[config.mk]
export PLATFORM = sky130hd
export DESIGN_NAME = uart_receiver_flat
export DESIGN_NICKNAME = d
export VERILOG_FILES = /design/src/rtl/uart_receiver_if.sv /design/src/rtl/uart_receiver.sv /design/src/flat_wrapper.sv
export SDC_FILE = /design/constraint.sdc
export NUM_CORES = 1
export LEC_CHECK = 0
export CAP_MARGIN = 0
export CORE_ASPECT_RATIO = 0.75
export CORE_MARGIN = 3
export CORE_UTILIZATION = 45
export DETAILED_ROUTE_END_ITERATION = 10
export HOLD_SLACK_MARGIN = 0.08
export PLACE_DENSITY_LB_ADDON = 0.15
export SLEW_MARGIN = 20
export SYNTH_ARGS = -nofsm -noshare
export SYNTH_HDL_FRONTEND = slang
export SYNTH_SLANG_ARGS = --single-unit
[constraint.sdc]
create_clock -name clk -period 6.88 [get_ports clk]
set_input_delay 1.376 -clock clk [delete_from_list [all_inputs] [get_ports clk]]
set_output_delay 1.376 -clock clk [all_outputs]
set_load 0.01 [all_outputs]
[src/rtl/uart_receiver_if.sv]
// Serial line in, received byte plus strobes out, between the UART receiver
// and the memory-mapped peripheral block.
`timescale 1ns/1ps
interface uart_receiver_if;
    logic       UART_RX;
    logic [7:0] RX_DATA;
    logic       RX_STATUS;
    logic       frame_err;
    logic       busy;

    modport master (
        input  UART_RX,
        output RX_DATA,
        output RX_STATUS,
        output frame_err,
        output busy
    );

    modport slave (
        output UART_RX,
        input  RX_DATA,
        input  RX_STATUS,
        input  frame_err,
        input  busy
    );
endinterface

[src/rtl/uart_receiver.sv]
// 8N1 UART receiver, 16x oversampling from a free-running tick divider on the
// system clock; emits each byte with a one-cycle RX_STATUS strobe.
`timescale 1ns/1ps
module uart_receiver #(
    parameter int DIV = 651
) (
    input  logic           clk,
    input  logic           reset,
    uart_receiver_if.master bus
);
    typedef enum logic [2:0] {IDLE, START, DATA, STOP, BREAK} state_t;

    localparam logic [15:0] DIV_LAST = 16'(DIV - 1);

    state_t     state, state_n;
    logic       rx_p0, rx_s;
    logic [15:0] div_cnt;
    logic       tick;
    logic [3:0] cnt, cnt_n;
    logic [2:0] idx, idx_n;
    logic [7:0] sh, sh_n;
    logic [7:0] data, data_n;
    logic       status, status_n;
    logic       ferr, ferr_n;

    // stage p0 -> s: two-flop synchroniser, idle-high reset value
    always_ff @(posedge clk) begin
        if (reset) begin
            rx_p0 <= 1'b1;
            rx_s  <= 1'b1;
        end else begin
            rx_p0 <= bus.UART_RX;
            rx_s  <= rx_p0;
        end
    end

    assign tick = (div_cnt == DIV_LAST);

    always_ff @(posedge clk) begin
        if (reset || tick) div_cnt <= '0;
        else               div_cnt <= div_cnt + 16'd1;
    end

    always_ff @(posedge clk) begin
        if (reset) begin
            state  <= IDLE;
            cnt    <= '0;
            idx    <= '0;
            sh     <= '0;
            data   <= '0;
            status <= 1'b0;
            ferr   <= 1'b0;
        end else begin
            state  <= state_n;
            cnt    <= cnt_n;
            idx    <= idx_n;
            sh     <= sh_n;
            data   <= data_n;
            status <= status_n;
            ferr   <= ferr_n;
        end
    end

    always_comb begin
        state_n  = state;
        cnt_n    = cnt;
        idx_n    = idx;
        sh_n     = sh;
        data_n   = data;
        status_n = 1'b0;
        ferr_n   = 1'b0;
        if (tick) begin
            case (state)
                IDLE: begin
                    if (!rx_s) begin
                        state_n = START;
                        cnt_n   = '0;
                    end
                end
                START: begin
                    // Half a bit in: a line that has gone high again was a glitch.
                    if (cnt == 4'd7) begin
                        if (!rx_s) begin
                            state_n = DATA;
                            cnt_n   = '0;
                            idx_n   = '0;
                        end else begin
                            state_n = IDLE;
                        end
                    end else begin
                        cnt_n = cnt + 4'd1;
                    end
                end
                DATA: begin
                    if (cnt == 4'd15) begin
                        sh_n  = {rx_s, sh[7:1]};
                        cnt_n = '0;
                        if (idx == 3'd7) state_n = STOP;
                        else             idx_n   = idx + 3'd1;
                    end else begin
                        cnt_n = cnt + 4'd1;
                    end
                end
                STOP: begin
                    if (cnt == 4'd15) begin
                        if (rx_s) begin
                            data_n   = sh;
                            status_n = 1'b1;
                            state_n  = IDLE;
                        end else begin
                            ferr_n  = 1'b1;
                            state_n = BREAK;
                        end
                    end else begin
                        cnt_n = cnt + 4'd1;
                    end
                end
                BREAK: begin
                    // A held-low line must rise before another start is accepted.
                    if (rx_s) state_n = IDLE;
                end
                default: state_n = IDLE;
            endcase
        end
    end

    assign bus.RX_DATA   = data;
    assign bus.RX_STATUS = status;
    assign bus.frame_err = ferr;
    assign bus.busy      = (state != IDLE);
endmodule

[src/flat_wrapper.sv]
// flat-port wrapper written by rule: the top's interface ports become plain ports
module uart_receiver_flat 
#(
    parameter int DIV = 651
)
  (clk, reset, bus_UART_RX, bus_RX_DATA, bus_RX_STATUS, bus_frame_err, bus_busy);
  uart_receiver_if bus_i ();
  input  logic clk;
  input  logic reset;
  input wire logic [$bits(bus_i.UART_RX)-1:0] bus_UART_RX;
  output wire logic [$bits(bus_i.RX_DATA)-1:0] bus_RX_DATA;
  output wire logic [$bits(bus_i.RX_STATUS)-1:0] bus_RX_STATUS;
  output wire logic [$bits(bus_i.frame_err)-1:0] bus_frame_err;
  output wire logic [$bits(bus_i.busy)-1:0] bus_busy;
  assign bus_i.UART_RX = bus_UART_RX;
  assign bus_RX_DATA = bus_i.RX_DATA;
  assign bus_RX_STATUS = bus_i.RX_STATUS;
  assign bus_frame_err = bus_i.frame_err;
  assign bus_busy = bus_i.busy;
  uart_receiver #(.DIV(DIV)) u_core (.clk(clk), .reset(reset), .bus(bus_i));
endmodule
==> summary.txt <==
Run status
  – Result of the run: finished, final reports clean

STA
  – Max transition margin: 51.8%
  – Worst path setup slack after routing: 3.74 ns
  – Transition time at the pin with the least slew margin: 0.716 ns
  – RSZ-0062 raised after global routing: false
  – Number of setup violations in the final report: 0
  – Final hold vios: 0
  – Total count of max-transition violations in the final report: 0
  – Setup TNS: 0 ns
  – Final Critical Period: 3.14 ns
  – Final clock period utilization by the worst path: 45.6%
  – Maximum frequency from static timing analysis: 319 MHz
  – Worst setup skew after layout: 0.00828 ns

Clock network
  – Quantity of gates resized following cts: 0
  – CTS H-tree lvls: 2
  – CTS root buf: sky130_fd_sc_hd__clkbuf_8
  – Number of sinks driven by the clock tree: 46
  – CTS Buf Count: 5
  – Clock slew seen by the registers of the worst setup and hold paths: approximately 0.090 ns
  – Maximum number of buffers from clock root to sink: 2
  – Number of buffers added to fix hold violations after cts: 0
  – Clock latency at the later pin of the worst-skew pair: 0.30 ns
  – Post-CTS repair timing setup buffer count: 0
  – Clock tree from TritonCTS: yes

Critical path
  – Launch instance of the worst register-to-register path: u_core.div_cnt[2]
  – Startpoint kind of the worst setup timing path: register
  – Required time of the worst setup path: ~5.5 ns
  – Setup crit start: u_core.state[1]
  – CP endpoint: bus_busy
  – Signal arrival time at the worst endpoint: 1.76 ns
  – WS Path Type: reg2out
  – Capturing point of the worst reg2reg path: u_core.bus.RX_DATA[5]
  – Critical Path, Cell by Cell: nor2_1 -> nand2_1 -> clkdlybuf4s50_1
  – Crit-path max cell delay: 0.61 ns
  – Worst reg2reg setup slack: 4.10 ns
  – Crit. End Element: primary output
  – Max FO, Critical Path: 15
  – Slowest-stage cell, CP: sky130_fd_sc_hd__dfxtp_1
  – Logic depth of the worst register-to-register path: 4

Route
  – Post-route ant nets: 0
  – Detailed-routed wire length on met3: roughly 230 um
  – TritonRoute pass-1 iters: 4
  – DR vias/cell: 5.62
  – DRC: 0
  – Max Used Layer: met4
  – Post-detailed-routing wire length: 4450 um
  – Routed len/inst: 14.3 um
  – Count of vias placed by the detailed router: 1,741
  – Iteration-0 DRC count of the detailed router: 155
  – Metal-1 WL: 2520 um
  – Met2 WL: 1670 um

Placement
  – Weighted congestion at the end of routability-driven global placement: 0.785
  – Dpl ws: between 3 and 4 ns
  – IO Port Bufs: 13
  – Final HPWL DP: 3010 um

Floorplanning
  – Core area: about 4600 sq um
  – Height of the chip: 66.4 um
  – Area of the die: roughly 5800 sq um
  – Effective utilization at floorplan: 47.9%
  – Row cnt: 21
  – Floorplan die width: 86.6 um
  – Ports placed on the boundary: 14

Pwr
  – Maximum vdd drop: around 0.13 mV
  – Total leakage power: between 0.8 and 0.9 nW
  – Power per cell area: roughly 190 nW/um^2

Logic synthesis
  – Most instantiated cells after synthesis: sky130_fd_sc_hd__dfxtp_1, sky130_fd_sc_hd__nor2_1, sky130_fd_sc_hd__nand2_1
  – Ys async rst share: 0%
  – Leading area contributor after synthesis: sky130_fd_sc_hd__dfxtp_1
  – Mean instance size in the synthesized netlist: between 8 and 9 sq um
  – Area share of the largest cell type after synthesis: 42.0%
  – Synth Net Count: 258
  – Number of instances in the synthesized netlist: 250
  – Most numerous cell in the Yosys netlist: sky130_fd_sc_hd__dfxtp_1
  – Unique masters post-synth: between 40 and 50
  – EDFF count, synth: 0
  – Area contributors post-synth: sky130_fd_sc_hd__dfxtp_1, sky130_fd_sc_hd__mux2i_1, sky130_fd_sc_hd__nor2_1, sky130_fd_sc_hd__nand2_1, sky130_fd_sc_hd__nor4_1
  – Primary flip-flop cell chosen by synthesis mapping: sky130_fd_sc_hd__dfxtp_1
  – Sequential-to-total area share from yosys stat: 42.0%
  – Warnings, synthesis: 0
  – Netlist Area Pre-Place: 2190 sq um
  – Number of synthesized register bits: 46

GRT
  – Number of global-route vias before repair: approximately 1,600
  – Initial antenna violation count: 0
  – Pin count of the biggest net entering global routing: 24
  – Global-route wire length before repair: 7800 um
  – Global router's overall resource usage: 17.3%
  – Total congestion overflow after global routing: 0

Min path
  – Worst min-delay path class: reg2reg
  – Startpoint of the most critical hold path: u_core.rx_p0

Layout
  – Diodes inserted: 0
  – Count of fill cells added during filler insertion: about 440
  – Number of nets in the layout: 260
  – Area growth from synthesis to layout: 9.30%
  – Proportion of layout cells with a drive suffix above 1: 7.11%

Flow run
  – Number of max-capacitance violations reported: 0
-- worst min-delay path by stage --
| stage | slack (ns) | end | cells after the start |
|---|---|---|---|
| floorplan | 0.39 | u_core.rx_s | 1 |
| global placement | 0.39 | u_core.rx_s | 1 |
| detailed placement | 0.39 | u_core.rx_s | 1 |
| CTS | 0.42 | u_core.rx_s | 1 |
| global route | 0.43 | u_core.rx_s | 1 |
| finish | 0.41 | u_core.rx_s | 1 |
-- final cells by class --
cell class                      count  area (sq um)  share of cell area, %
Multi-Input combinational cell    179          1160                   48.5
Timing Repair Buffer               13           130                   5.43
Clock buffer                        6          72.6                   3.03
Sequential cell                    46           921                   38.4
Clock inverter                      2          13.8                  0.574
Inverter                            7          26.3                   1.10
Tap cell                           57          71.3                   2.98
-- layer usage --
layer / up-vias / global-route usage, %
met4: 0 / 7.00
met5: - / 0
met3: 2 / 4.11
li1: 907 / -
met1: 791 / 26.7
met2: 41 / 22.0
-- kinds of logic (layout without fill, tap and decap cells) --
family	count (synthesis)	after routing	share of synthesized area [%]
mux	12	12	5.54
fa+ha+maj	5	5	2.85
buf+inv	25	28	5.02
flops	46	46	42.0
compound gates	31	31	10.6
xor+xnor	13	13	5.19
simple gates	118	118	28.8
-- worst max-delay path, delay by kind of cell, from the launching register on --
kind / cells / cell delay [ns]
flip-flops: 1 / 0.61
AND/OR/NAND/NOR: 2 / 0.32
buffers and inverters: 1 / 0.54
-- sequential cells by signal (all words and copies together), names as in the netlist, 3 cells and up --
register / count
u_core.sh: 8
u_core.cnt: 4
u_core.idx: 3
u_core.state: 3
u_core.div_cnt: 16
u_core.bus.RX_DATA: 8
-- power breakdown --
part,switching (mW),internal [mW],total (mW)
registers,0.00216,0.268,0.270
logic,0.00736,0.00447,0.0118
clock network,0.0922,0.0718,0.164
total,0.102,0.344,0.446
-- layout by cell type, fill, tap and decap left out, types with 2 or more instances in the layout --
master / instances
sky130_fd_sc_hd__dfxtp_1: 46
sky130_fd_sc_hd__nor2_1: 25
sky130_fd_sc_hd__nand2_1: 24
sky130_fd_sc_hd__clkdlybuf4s50_1: 13
sky130_fd_sc_hd__nor4_1: 12
sky130_fd_sc_hd__nand3_1: 11
sky130_fd_sc_hd__mux2i_1: 11
sky130_fd_sc_hd__a31o_1: 8
sky130_fd_sc_hd__inv_1: 7
sky130_fd_sc_hd__xor2_1: 7
sky130_fd_sc_hd__or3_1: 6
sky130_fd_sc_hd__or2_2: 6
sky130_fd_sc_hd__nand4_1: 6
sky130_fd_sc_hd__nor3_1: 6
sky130_fd_sc_hd__xnor2_1: 6
sky130_fd_sc_hd__or4_1: 5
sky130_fd_sc_hd__ha_1: 5
sky130_fd_sc_hd__clkbuf_8: 5
sky130_fd_sc_hd__o21ai_0: 4
sky130_fd_sc_hd__and3_1: 3
sky130_fd_sc_hd__a31oi_1: 3
sky130_fd_sc_hd__a21oi_1: 3
sky130_fd_sc_hd__o311ai_0: 3
sky130_fd_sc_hd__and2_1: 2
sky130_fd_sc_hd__nand2b_1: 2
sky130_fd_sc_hd__nor4b_1: 2
sky130_fd_sc_hd__a311oi_1: 2
sky130_fd_sc_hd__o211ai_1: 2
-- stage by stage --
stage	utilization (%)	hold slack, ns	area, sq um	std cells	total power, mW
2_1_floorplan	-	0.389	2190	250	0.285
3_3_place_gp	50.5	0.395	2310	302	0.288
3_5_place_dp	50.5	0.393	2310	302	0.288
4_1_cts	52.4	0.416	2400	310	0.453
5_1_grt	52.4	0.435	2400	310	0.464
6_report	52.4	0.413	2400	310	0.446
No activity file was read; power rests on OpenSTA's default activity.
